$ cat src/rtl/line_sync_ctrl.sv
// -----------------------------------------------------------------------------
// line_sync_ctrl
//
// Aligns the show-ahead (FWFT) receive pixel FIFO with the display raster.
// During horizontal blanking of the line before each active line, the FIFO
// head's y_count is compared against the line about to be shown. Stale words
// are popped, a match arms streaming for the coming line, and anything else
// (future data, empty FIFO, drop overrun) shows the line as blank so display
// timing never waits on network data.
//
// FIFO word layout: {x_count[1:0], y_count[10:0], C[7:0], Y[7:0]}
//
// Ports
//   i_clk_74M     pixel clock
//   i_rst         synchronous active-high reset
//   i_vcnt        vertical counter from the timing generator
//   i_hcnt        horizontal counter from the timing generator
//   i_pix_req     pixel read request (high during active pixels)
//   i_fifo_empty  FIFO empty
//   i_fifo_dout   FIFO head word, valid when !i_fifo_empty
//   o_fifo_rd     FIFO pop strobe
//   o_data        pixel word to the data controller (zero-latency mux)
//   o_locked      last checked line matched
//   o_drop_cnt    stale words discarded, saturating
//   o_miss_cnt    lines shown blank (miss or underflow), saturating
// -----------------------------------------------------------------------------
module line_sync_ctrl #(
  parameter logic [11:0] VSTART     = 12'd24,
  parameter logic [11:0] VFIN       = 12'd745,
  parameter logic [11:0] CHK_H      = 12'd1290,
  parameter logic [28:0] BLANK_WORD = 29'h0000_8000
) (
  input  logic        i_clk_74M,
  input  logic        i_rst,
  input  logic [11:0] i_vcnt,
  input  logic [11:0] i_hcnt,
  input  logic        i_pix_req,
  input  logic        i_fifo_empty,
  input  logic [28:0] i_fifo_dout,
  output logic        o_fifo_rd,
  output logic [28:0] o_data,
  output logic        o_locked,
  output logic [15:0] o_drop_cnt,
  output logic [15:0] o_miss_cnt
);

  typedef enum logic [2:0] {
    S_IDLE,
    S_CHECK,
    S_DROP,
    S_ARMED,
    S_STREAM,
    S_MISS
  } state_t;

  state_t      state_q,    state_d;
  logic [10:0] target_q,   target_d;
  logic        locked_q,   locked_d;
  logic [15:0] drop_cnt_q, drop_cnt_d;
  logic [15:0] miss_cnt_q, miss_cnt_d;
  logic        uflow_q,    uflow_d;
  logic        pix_req_q,  pix_req_d;

  // ---------------------------------------------------------------------------
  // Raster and FIFO-head decode
  // ---------------------------------------------------------------------------
  logic [11:0] nxt;
  logic [10:0] nxt_target;
  logic [10:0] head_y;
  logic        check_fire;
  logic        head_stale;
  logic        pix_fall;
  logic        drop_pop;

  assign nxt        = i_vcnt + 12'd1;
  // Only the low 11 bits of the line index are carried in y_count.
  assign nxt_target = nxt[10:0] - VSTART[10:0];
  assign head_y     = i_fifo_dout[26:16];
  assign check_fire = (i_hcnt == CHK_H) && (nxt >= VSTART) && (nxt < VFIN);
  // Unsigned compare: after a y_count wrap the old frame's tail reads as
  // stale and is flushed rather than held as future data.
  assign head_stale = !i_fifo_empty && (head_y < target_q);
  assign pix_fall   = pix_req_q && !i_pix_req;
  // Dropping must not spill into the active line: hcnt==0 aborts to MISS.
  assign drop_pop   = (state_q == S_DROP) && head_stale && (i_hcnt != 12'd0);

  function automatic logic [15:0] sat_inc(input logic [15:0] v);
    return (v == 16'hFFFF) ? v : v + 16'd1;
  endfunction

  // ---------------------------------------------------------------------------
  // Next-state logic
  // ---------------------------------------------------------------------------
  logic enter_miss;

  always_comb begin
    // NOTE: every signal gets a default before the case so no path can
    // leave it unassigned; a missing default here would infer a latch.
    state_d    = state_q;
    target_d   = target_q;
    locked_d   = locked_q;
    drop_cnt_d = drop_cnt_q;
    miss_cnt_d = miss_cnt_q;
    uflow_d    = uflow_q;
    pix_req_d  = i_pix_req;
    enter_miss = 1'b0;

    unique case (state_q)
      S_IDLE: begin
        if (check_fire) begin
          target_d = nxt_target;
          state_d  = S_CHECK;
        end
      end

      S_CHECK: begin
        if (i_fifo_empty) begin
          enter_miss = 1'b1;
        end else if (head_y < target_q) begin
          state_d = S_DROP;
        end else if (head_y == target_q) begin
          state_d  = S_ARMED;
          locked_d = 1'b1;
        end else begin
          // Future data: the head word stays for its own line.
          enter_miss = 1'b1;
        end
      end

      S_DROP: begin
        if (i_hcnt == 12'd0) begin
          enter_miss = 1'b1;
        end else if (head_stale) begin
          drop_cnt_d = sat_inc(drop_cnt_q);
        end else begin
          // Re-evaluate the new head with a fresh CHECK cycle.
          state_d = S_CHECK;
        end
      end

      S_ARMED: begin
        locked_d = 1'b1;
        // The first request cycle only hands over to STREAM; reads start
        // on the following cycle.
        if (i_pix_req) begin
          state_d = S_STREAM;
        end
      end

      S_STREAM: begin
        if (i_pix_req && i_fifo_empty) begin
          uflow_d = 1'b1;
        end
        if (pix_fall) begin
          state_d = S_IDLE;
          if (uflow_q) begin
            miss_cnt_d = sat_inc(miss_cnt_q);
            locked_d   = 1'b0;
            uflow_d    = 1'b0;
          end
        end
      end

      S_MISS: begin
        // A new check outranks the end of the blank line.
        if (check_fire) begin
          target_d = nxt_target;
          state_d  = S_CHECK;
        end else if (pix_fall) begin
          state_d = S_IDLE;
        end
      end

      default: begin
        state_d = S_IDLE;
      end
    endcase

    if (enter_miss) begin
      state_d    = S_MISS;
      locked_d   = 1'b0;
      miss_cnt_d = sat_inc(miss_cnt_q);
    end
  end

  // ---------------------------------------------------------------------------
  // State registers
  // ---------------------------------------------------------------------------
  always_ff @(posedge i_clk_74M) begin
    if (i_rst) begin
      state_q    <= S_IDLE;
      target_q   <= '0;
      locked_q   <= 1'b0;
      drop_cnt_q <= '0;
      miss_cnt_q <= '0;
      uflow_q    <= 1'b0;
      pix_req_q  <= 1'b0;
    end else begin
      // NOTE: non-blocking assignments so every flop samples the values
      // from before this edge, independent of statement order.
      state_q    <= state_d;
      target_q   <= target_d;
      locked_q   <= locked_d;
      drop_cnt_q <= drop_cnt_d;
      miss_cnt_q <= miss_cnt_d;
      uflow_q    <= uflow_d;
      pix_req_q  <= pix_req_d;
    end
  end

  // ---------------------------------------------------------------------------
  // Outputs
  // ---------------------------------------------------------------------------
  always_comb begin
    o_fifo_rd = 1'b0;
    if (!i_rst) begin
      unique case (state_q)
        S_DROP:   o_fifo_rd = drop_pop;
        S_STREAM: o_fifo_rd = i_pix_req && !i_fifo_empty;
        default:  o_fifo_rd = 1'b0;
      endcase
    end
  end

  // Zero-latency path from the FIFO head; read-to-advance follows FWFT timing.
  assign o_data = ((state_q == S_STREAM) && !i_fifo_empty) ? i_fifo_dout : BLANK_WORD;

  assign o_locked   = locked_q;
  assign o_drop_cnt = drop_cnt_q;
  assign o_miss_cnt = miss_cnt_q;

endmodule

$ cat config.mk
export PLATFORM = sky130hd
export DESIGN_NAME = line_sync_ctrl
export DESIGN_NICKNAME = d
export VERILOG_FILES = /design/src/rtl/line_sync_ctrl.sv
export SDC_FILE = /design/constraint.sdc
export NUM_CORES = 1
export LEC_CHECK = 0
export BUFFER_PORTS_ARGS = -buffer_cell sky130_fd_sc_hd__buf_2
export CAP_MARGIN = 40
export CELL_PAD_IN_SITES_DETAIL_PLACEMENT = 0
export CELL_PAD_IN_SITES_GLOBAL_PLACEMENT = 1
export CORE_MARGIN = 5
export CORE_UTILIZATION = 35
export CTS_CLUSTER_DIAMETER = 40
export DETAILED_ROUTE_END_ITERATION = 16
export PLACE_DENSITY_LB_ADDON = 0.1
export SLEW_MARGIN = 40
export SYNTH_ARGS = -nofsm -noshare
export SYNTH_HDL_FRONTEND = slang
export SYNTH_SLANG_ARGS = --single-unit
$ cat constraint.sdc
create_clock -name i_clk_74M -period 2.92 [get_ports i_clk_74M]
set_input_delay 0.146 -clock i_clk_74M [delete_from_list [all_inputs] [get_ports i_clk_74M]]
set_output_delay 0.146 -clock i_clk_74M [all_outputs]
set_load 0.01 [all_outputs]
After elaboration in Yosys (flattened, before gate mapping)

Cells that the tools add are included.
W data, S select, Z words.

Logic and storage cells: 101
Input port bits: 57
Output and inout bits: 63
Register bits after elaboration: 49

Magnitude comparators: 3
Reduce and logical (&&, ||, !) cells: 26
Muxes and demuxes: 33
Add/sub/neg operators: 4
Bitwise logic cells: 2
Equal/unequal tests: 25

Operators by type and width:

| kind                    | count |
|---|---|
| $mux W16                | 5 |
| $add A16 B1 Y16 const B | 2 |
| $eq A16 B16 Y1 const B  | 2 |
| $mux W3                 | 10 |
| $mux W29                | 1 |
| $ne A2 B2 Y1 const B    | 9 |
| $ne A3 B3 Y1 const B    | 6 |
| $pmux W3 S6             | 1 |
| $reduce_and A6 Y1       | 3 |
| $mux W1                 | 13 |
| $add A12 B1 Y12 const B | 1 |
| $eq A12 B11 Y1 const B  | 1 |
| $ge A12 B5 Y1 const B   | 1 |
| $logic_not A12 Y1       | 1 |
| $lt A12 B10 Y1 const B  | 1 |
| $reduce_bool A12 Y1     | 1 |
| $eq A11 B11 Y1          | 1 |
| $lt A11 B11 Y1          | 1 |
| $sub A11 B5 Y11 const B | 1 |
| $logic_and A1 B1 Y1     | 9 |
| $eq A3 B2 Y1 const B    | 2 |
| $eq A3 B3 Y1 const B    | 2 |
| $reduce_bool A2 Y1      | 3 |
| $ne A4 B4 Y1 const B    | 1 |
| 11 further kinds        | 15 |

Longest topological paths before layout

Gate-level depths: netlist of run 1.

Depth after elaboration: 7
Gate-level depth with buffers: 10
Depth with buffers taken out: 9

Worst setup path after synthesis of run 1

Ideal clock, no wire load.

Path type: flip-flop to flip-flop
From: reg target_q[8]
To: reg drop_cnt_q[8] (netlist: o_drop_cnt[8])
Setup time: 128 ps
Buffers on the path: 0
Arrival: 2157 ps
Stages on the path, launching flop included: 10
Path slack: 636 ps
Period minus slack after synthesis: 2284 ps
Cells stage by stage: dfxtp_1 > inv_1 > ha_1 > a211oi_1 > nor2_1 > a2111o_1 > nor4_2 > nand4_1 > xor2_1 > nor2_1

Longest elaborated chain between the ends: 3

RTL lines:

| what                               | RTL line | source |
|---|---|---|
| start: declaration                 | 57       | `logic [10:0] target_q, target_d;` |
| start signal: assignment           | 202      | `target_q <= target_d;` |
| $lt A11 B11 Y1                     | 82       | `assign head_stale = !i_fifo_empty && (head_y < target_q);` |
| $logic_and A1 B1 Y1                | 82       |  |
| $reduce_and A4 Y1 (no source line) | --       |  |
| end signal: assignment             | 204      | `drop_cnt_q <= drop_cnt_d;` |
| end: declaration                   | 59       | `logic [15:0] drop_cnt_q, drop_cnt_d;` |

No other way between the ends.
A chain may end at the register's enable or synchronous reset.

Final worst setup path of run 1

From: reg target_q[8]
To: out o_fifo_rd

Longest elaborated chain between the ends: 6

RTL lines:

| what                             | RTL line | source |
|---|---|---|
| $lt A11 B11 Y1                   | 82       |  |
| $logic_and A1 B1 Y1              | 82       |  |
| $logic_and A1 B1 Y1 (2 in a row) | 85       | `assign drop_pop = (state_q == S_DROP) && head_stale && (i_hcnt != 12'd0);` |
| $pmux W1 S2                      | 217      | `unique case (state_q)` |
| $mux W1                          | 216      | `if (!i_rst) begin` |
| end: declaration                 | 40       | `output logic o_fifo_rd,` |

No other way between the ends.

==> results of run 1 <==
## cell type report
type	instances	area, um^2	area share, %
timing repair buffer	125	641	15.3
tap	129	161	3.87
inverter	21	78.8	1.89
clock buffer	6	72.6	1.74
sequential	49	981	23.5
clock inverter	2	15.0	0.360
multi-input combinational	336	2220	53.3
## synthesized netlist by cell type (all sizes together) (2+ instances only)
cell type	n
nor2	52
dfxtp	49
and3	34
nand3	32
nand2	26
xor2	25
inv	21
a21oi	19
ha	16
clkbuf	14
nor3	13
xnor2	12
nand4	11
o21ai	11
or3	11
nor4	9
buf	8
a211oi	6
nand2b	6
mux2i	5
nor2b	5
o211ai	3
o21a	3
a21o	2
a221oi	2
a311oi	2
a31oi	2
a41oi	2
and4	2
nand4b	2
nor3b	2
o21ba	2
o31a	2
o31ai	2
or2	2
## layer usage
layer  GRT usage, %  part of all wire [%]
met5              0                     0
met2           24.6                    43
met4           2.71                  0.59
met3           2.75                   6.8
met1           21.5                    50
## critical path: cells and delay by family, from the launching register on
kind,cells,cell delay (ns)
buf+inv,2,0.25
compound gates,3,0.80
flops,1,0.32
simple gates,3,0.50
fa+ha+maj,1,0.30
## worst paths after layout
kind,from,endpoint,slack (ns),depth (start not counted)
hold reg to reg,target_q[9]$_SDFFE_PP0P_,target_q[9]$_SDFFE_PP0P_,0.46,2
setup reg to reg,target_q[8]$_SDFFE_PP0P_,o_miss_cnt[5]$_SDFFE_PP0P_,0.36,9
hold / removal,i_pix_req,pix_req_q$_SDFF_PP0_,0.14,2
setup / recovery,target_q[8]$_SDFFE_PP0P_,o_fifo_rd,0.30,9
## cell families after synthesis
logic type,Yosys count,synth area share (%)
DFF,49,29.0
xor gates and xnor gates,37,9.79
AOI/OAI and AO/OA,67,14.6
and+or+nand+nor,211,34.0
buffers and inverters,43,5.32
muxes,5,1.48
adders and majority gates,16,5.91
## power by group
group          internal, mW  switching [mW]  total [mW]
clock network         0.169           0.231       0.401
registers             0.692          0.0429       0.735
logic                 0.196           0.285       0.481
## flip-flops by register name, indices dropped and copies added, names as in the netlist
name        count
o_drop_cnt     16
o_locked        1
o_miss_cnt     16
pix_req_q       1
state_q         3
target_q       11
uflow_q         1
==> run metrics, run 1 <==
sequential area share after synthesis=a little under 30%; Hold Fails Final Rpt=0; Finished Layout Cells=668; Cell Area, Placed=4090 um^2; worst path arrival time=2.47 ns; Top FF cell, synth=dfxtp_1; drt pass-1 iters=4; Reg clk slew, reported paths=0.09 ns; cell area after synthesis=roughly 3400 um^2; P per Cell Area=roughly 390 nW/um^2; synthesized instance count=428; die area=11700 um^2; vias in the first global route=3154; Worst Path Required=2.77 ns; Slew @ Worst Pin=0.576 ns; CTS tree=yes; synth warn=0; CTS max path bufs=2; DP HPWL=7180 um; final period utilization=89.6%; IO buf count=119; register bit count reported by yosys=49; Sum Neg Setup Slack=0 ns; post-route cell area=between 4000 and 5000 um^2; Worst setup SP type=flop; Yosys top cell by area=dfxtp_1; syn_nets=501; H-tree depth=2; Area contributors post-synth=dfxtp_1 29%, xor2_1 6.5%, and3_1 6.1%, ha_1 5.9%, nor2_1 5.5%; Syn Area/Cell=around 7.9 um^2; RSZ-0062 raised after global routing=no; die width=~110 um; maxcap violations=0; drt drc=0; Diodes inserted=0; Slew Limit Fails=0; final WL=9000 um; routed vias/inst=5.00; global-route wire length before repair=14800 um; largest net degree at the start of global routing=32; Lkg Pwr=1.89 nW; most frequent cells in the layout=119 x buf_2, 50 x nor2_1, 49 x dfxtp_1, 33 x and3_1, 30 x nand3_1; total grt overflow=0; hold_buf cts=0; CP endpoint kind=primary output; final setup fails=0; clk sinks=49; layout cell share with drive strength beyond 1=~28%; dpl cells=between 600 and 700; number of synthesized flops with an enable pin=0; I/O pins=120; CP max FO=7; async set-or-reset flop fraction in the synthesized netlist=0%; RePlAce Congestion=0.820; Post-CTS Setup Bufs=0; Layout area overhead=23.3%; CP Cell Sequence=inv_1, ha_1, a211oi_1, nor2_1, a2111o_1, nor2_1, a21oi_1, nor4_1, buf_2; drt first-iter violations=145; FMAX=between 300 and 400 MHz; Synth top area share=29.0%; critical path's most frequent cell=nor2_1; initial antenna violation count=0; # fillers=between 1000 and 1500; hold_ws=0.142 ns; Setup Skew=0.00621 ns; most common cell after layout, fill and taps aside=buf_2; Slew HR=61.5%; Initial Utilization=36.3%; DR WL/cell=13.5 um; slowest stage delay, CP=0.49 ns; fin nets=611; FP Rows=35; Synth cell types=64; core area=9330 um^2; post-layout min period=roughly 2.6 ns; Power, Total=1.62 mW; root buffer selected by CTS=clkbuf_8; CP max stage cell=a2111o_1; All-Layer GR Usage=15.2%; DP Worst Slack=0.356 ns; Hold/Removal Path Class=input pin to flop; latest clock arrival within the worst-skew pair=roughly 0.3 ns; detailed-route via count=between 3000 and 4000; Die Ht=108 um; status=finished, final reports clean; cts repair resizes=0; CP Class=flop to primary output; Final ANT Viol Nets=0; TritonCTS buffer count=5; VDD IR max=182 uV; setup ws final=0.305 ns; final core utilization=about 45%
No activity file was read; power rests on OpenSTA's default activity.
==> run 2, diff against run 1 <==
--- a/config.mk
+++ b/config.mk
@@ -15,3 +15,3 @@
 export DETAILED_ROUTE_END_ITERATION = 16
-export PLACE_DENSITY_LB_ADDON = 0.1
+export PLACE_DENSITY = 0.86
 export SLEW_MARGIN = 40
--- a/constraint.sdc
+++ b/constraint.sdc
@@ -3,2 +3,2 @@
 set_output_delay 0.146 -clock i_clk_74M [all_outputs]
-set_load 0.01 [all_outputs]
+set_load 0.05 [all_outputs]
==> run 2 against run 1 <==
Routed wire length is 0.63% lower. First-iteration DRC count is 22% higher. Largest power group unchanged. Hold slack hardly changed. Non-clock buffer count stayed put. Critical endpoint unchanged. Utilization is 0.13 points higher. Cell area is 0.30% higher. Power is 7.6% higher. Global-route usage is 0.11 points lower.
==> run metrics, run 2 (synthesis gave the netlist of run 1 again) <==
status=finished, final reports clean; DP HPWL=7040 um; Initial Utilization=36.3%; CP top delay family=compound AO/OA/AOI/OAI gates; RePlAce Congestion=0.803; total grt overflow=0; Hold Fails Final Rpt=0; cts repair resizes=0; latest clock arrival within the worst-skew pair=approximately 0.30 ns; Setup Skew=0.0112 ns; routed vias/inst=5.11; dpl cells=660; initial antenna violation count=0; Diodes inserted=0; CP max stage cell=a2111o_1; fin nets=a little over 600; largest net degree at the start of global routing=32; FMAX=roughly 360 MHz; Final ANT Viol Nets=0; Slew @ Worst Pin=roughly 0.60 ns; DR WL/cell=13.4 um; Die Ht=108 um; IO buf count=119; Worst Path Required=2.77 ns; most common cell after layout, fill and taps aside=buf_2; # fillers=around 940; maxcap violations=0; final setup fails=0; TritonCTS buffer count=5; Seq. cell area=981 um^2; multi-input logic area=2230 um^2; Slew HR=between 60 and 70%; detailed-route via count=3412; H-tree depth=2; drt pass-1 iters=4; RR Startpoint=target_q[6]$_SDFFE_PP0P_; All-Layer GR Usage=between 10% and 20%; final period utilization=94.7%; FP Rows=35; CP Cell Sequence=inv_1, ha_1, a21oi_1, o21ai_1, a2111o_1, buf_4, nor2_1, a21oi_1, nor4_2, clkbuf_4; die area=between 10000 and 15000 um^2; Slew Limit Fails=0; worst setup path startpoint=target_q[6]$_SDFFE_PP0P_; Hold/Removal Path Class=input pin to flop; Lkg Pwr=about 1.9 nW; CP max FO=5; P per Cell Area=around 420 nW/um^2; hold_buf cts=0; CTS max path bufs=2; global-route wire length before repair=14700 um; WP buf/inv=3; post-layout min period=~2.8 ns; root buffer selected by CTS=clkbuf_8; worst path arrival time=2.62 ns; Sum Neg Setup Slack=0 ns; vias in the first global route=roughly 3200; Finished Layout Cells=668; most frequent cells in the layout=118 x buf_2, 50 x nor2_1, 49 x dfxtp_1, 33 x and3_1, 30 x nand3_1; layout cell share with drive strength beyond 1=28.4%; I/O pins=120; drt first-iter violations=about 180; slowest stage delay, CP=0.52 ns; CTS tree=yes; VDD IR max=221 uV; Worst setup SP type=flop; clk sinks=49; drt drc=0; Post-CTS Setup Bufs=0; RSZ-0062 raised after global routing=no; CP Class=flop to primary output; CP endpoint kind=primary output; worst hold path startpoint=i_pix_req; critical path's most frequent cell=a21oi_1; core area=9330 um^2; die width=108 um; Reg clk slew, reported paths=0.09 ns; Layout area overhead=23.7%; final WL=8950 um
run 2: final cells by class:
| type | instances | area share (%) |
|---|---|---|
| clock inverter | 3 | 0.538 |
| clock buffer | 5 | 1.64 |
| inverter | 21 | 1.88 |
| tap | 129 | 3.86 |
| timing repair buffer | 125 | 15.4 |
| sequential | 49 | 23.4 |
| multi-input combinational | 336 | 53.3 |
run 2: path summary, 6_finish.rpt:
path / to / slack (ns) / cells past startpoint
setup / recovery: o_fifo_rd / 0.16 / 10
setup reg to reg: o_miss_cnt[5]$_SDFFE_PP0P_ / 0.27 / 9
hold reg to reg: target_q[9]$_SDFFE_PP0P_ / 0.46 / 2
hold / removal: pix_req_q$_SDFF_PP0_ / 0.14 / 2
run 2: metal layers:
metal / part of all wire [%] / wire length [um] / GRT usage, % / vias up
met4: 0.91 / 81 / 3.97 / 0
met2: 45 / 4040 / 25.4 / 100
li1: - / - / - / 1750
met3: 6.6 / 586 / 2.69 / 4
met5: 0 / 0 / 0 / -
met1: 47 / 4240 / 20.1 / 1558
run 2: worst register-to-register path, stage by stage, from the launching register on:
cell,delay (ns)
dfxtp_1,0.34
inv_1,0.05
ha_1,0.30
nand4_1,0.15
a211oi_1,0.36
a2111oi_2,0.15
o211ai_1,0.28
nand2_1,0.29
or4_1,0.54
a21oi_1,0.14
run 2: power breakdown:
group / switching, mW / internal [mW] / leakage [nW] / total, mW
clock: 0.242 / 0.171 / 0.0481 / 0.413
sequential: 0.0402 / 0.692 / 0.395 / 0.732
combinational: 0.397 / 0.197 / 1.46 / 0.594
run 2: per-stage QoR:
stage	cell area (um^2)	util [%]	hold WS, ns	power [mW]	setup slack (ns)
6_report	4190	44.9	0.141	1.74	0.155
5_1_grt	4190	44.9	0.141	1.85	0.00261
4_1_cts	4180	44.9	0.129	1.76	0.0830
3_5_place_dp	4090	43.9	0.446	1.34	0.259
2_1_floorplan	3390	-	0.256	1.19	0.324
3_3_place_gp	4090	43.9	0.433	1.33	0.428
==> run 3, diff against run 2 <==
CTS_BUF_LIST = sky130_fd_sc_hd__clkbuf_8 sky130_fd_sc_hd__clkbuf_16   (was unset)
REMOVE_ABC_BUFFERS = 1   (was unset)
==> run 3 against run 2 <==
Register-to-register slack gained 0.08 ns. Die area is the same. Non-clock buffer count shrank 1. Final cell count shrank 0.15%. Worst setup slack gained 0.021 ns. Critical path depth shrank 1. Sequential cell count is the same. Hold slack gained 0.014 ns. Sequential share of layout area grew 0.098 points. Global-route usage shrank 0.30 points.
==> run metrics, run 3 (synthesis gave the netlist of run 1 again) <==
status=finished, final reports clean; FP Rows=35; final core utilization=44.7%; CP endpoint kind=primary output; drt first-iter violations=192; latest clock arrival within the worst-skew pair=0.31 ns; post-route cell area=around 4200 um^2; DP HPWL=6900 um; CP max FO=7; Slew @ Worst Pin=0.543 ns; global-route wire length before repair=about 15000 um; detailed-route via count=3408; Post-CTS Setup Bufs=0; register-to-register setup slack=0.35 ns; clk sinks=49; Layout area overhead=23.1%; critical path's most frequent cell=a21oi_1; Worst setup SP type=flop; fin nets=610; met2 wire length=4240 um; drt pass-1 iters=4; Final ANT Viol Nets=0; die area=11700 um^2; Die Ht=108 um; H-tree depth=2; largest net degree at the start of global routing=32; TritonCTS buffer count=5; Hold/Removal Path Class=input pin to flop; CP max stage cell=a2111o_1; worst path arrival time=about 2.6 ns; final setup fails=0; RSZ-0062 raised after global routing=no; maxcap violations=0; DR top layer=met4; Lkg Pwr=1.89 nW; most common cell after layout, fill and taps aside=buf_2; Slew Limit Fails=0; FMAX=~360 MHz; Slew HR=63.5%; Diodes inserted=0; CP Cell Sequence=inv_1, ha_1, a21oi_1, o21ai_1, a2111o_1, nor2_1, a21oi_1, nor4_1, clkbuf_4; wire length on met1=just under 4000 um; WP buf/inv=2; post-layout min period=2.74 ns; layout cell share with drive strength beyond 1=27.9%; CP Class=flop to primary output; DR WL/cell=13.0 um; vias in the first global route=~3200; VDD IR max=between 150 and 200 uV; RePlAce Congestion=0.840; CTS max path bufs=2; Setup Skew=0.0117 ns; CTS tree=yes; Cell Area, Placed=4080 um^2; P per Cell Area=~400 nW/um^2; root buffer selected by CTS=clkbuf_8; I/O pins=120; Register-to-Register Path Depth=9; reg2reg end=o_drop_cnt[8]$_SDFFE_PP0P_; Reg clk slew, reported paths=0.08 ns; Initial Utilization=36.3%; worst hold path startpoint=i_pix_req; Hold EP=pix_req_q$_SDFF_PP0_; initial antenna violation count=0; CP top delay family=compound AO/OA/AOI/OAI gates; core area=9330 um^2; hold_ws=0.156 ns; RR Startpoint=target_q[6]$_SDFFE_PP0P_; Min-Delay Path Depth=2; die width=108 um; slowest stage delay, CP=0.57 ns; drt drc=0; final period utilization=93.9%; detailed route wirelength on metal3=around 480 um; All-Layer GR Usage=around 15%; Worst Path Required=2.77 ns; IO buf count=119; total grt overflow=0; final WL=8660 um; most frequent cells in the layout=118 x buf_2, 50 x nor2_1, 49 x dfxtp_1, 33 x and3_1, 30 x nand3_1; Hold Fails Final Rpt=0; routed vias/inst=5.11
[run 3: changes by cell type in the layout (fill, tap and decap cells not counted), sizes merged]
cell / change
clkinv: -3
inv: +1
buf: -1
clkinvlp: +2
[run 3: layout make-up]
class                      count  area (um^2)
clock buffer                   5         68.8
inverter                      21         78.8
sequential                    49          981
fill                         955         5160
tap                          129          161
multi-input combinational    336         2220
clock inverter                 3         18.8
timing repair buffer         124          636
[run 3: worst max path at each step]
stage / cells past startpoint / endpoint / start / slack [ns]
floorplan: 5 / o_fifo_rd / state_q[2]$_SDFFE_PP0P_ / -0.41
global placement: 9 / o_drop_cnt[8]$_SDFFE_PP0P_ / target_q[4]$_SDFFE_PP0P_ / 0.40
detailed placement: 9 / o_drop_cnt[8]$_SDFFE_PP0P_ / target_q[8]$_SDFFE_PP0P_ / 0.35
CTS: 9 / o_fifo_rd / target_q[8]$_SDFFE_PP0P_ / 0.17
global route: 9 / o_fifo_rd / target_q[2]$_SDFFE_PP0P_ / 0.008
finish: 9 / o_fifo_rd / target_q[6]$_SDFFE_PP0P_ / 0.18
[run 3: repair_timing]
| action | in CTS | in global routing |
|---|---|---|
| gates resized for setup | 0 | 1 |
| setup endpoints to repair | 0 | 1 |
| hold buffers | 0 | 0 |
[run 3: per-layer routing]
layer / vias up / GRT usage [%]
met1: 1573 / 18.9
met5: - / 0
met3: 5 / 2.09
met4: 0 / 3.52
met2: 85 / 26.4
li1: 1745 / -
[run 3: where the power goes]
| part | internal [mW] | switching, mW | leakage, nW | total (mW) |
|---|---|---|---|---|
| Sequential | 0.692 | 0.0407 | 0.395 | 0.732 |
| Clock | 0.166 | 0.227 | 0.0416 | 0.393 |
| Combinational | 0.196 | 0.396 | 1.46 | 0.591 |
| Total | 1.05 | 0.664 | 1.89 | 1.72 |
[run 3: through the flow]
step | setup WS (ns) | TNS, ns | power (mW) | std cells
after floorplan | -0.409 | -0.464 | 1.15 | 406
after global placement | 0.404 | 0 | 1.33 | 659
after detailed placement | 0.353 | 0 | 1.34 | 659
after CTS | 0.167 | 0 | 1.73 | 667
after global routing | 0.00755 | 0 | 1.83 | 667
final | 0.177 | 0 | 1.72 | 667
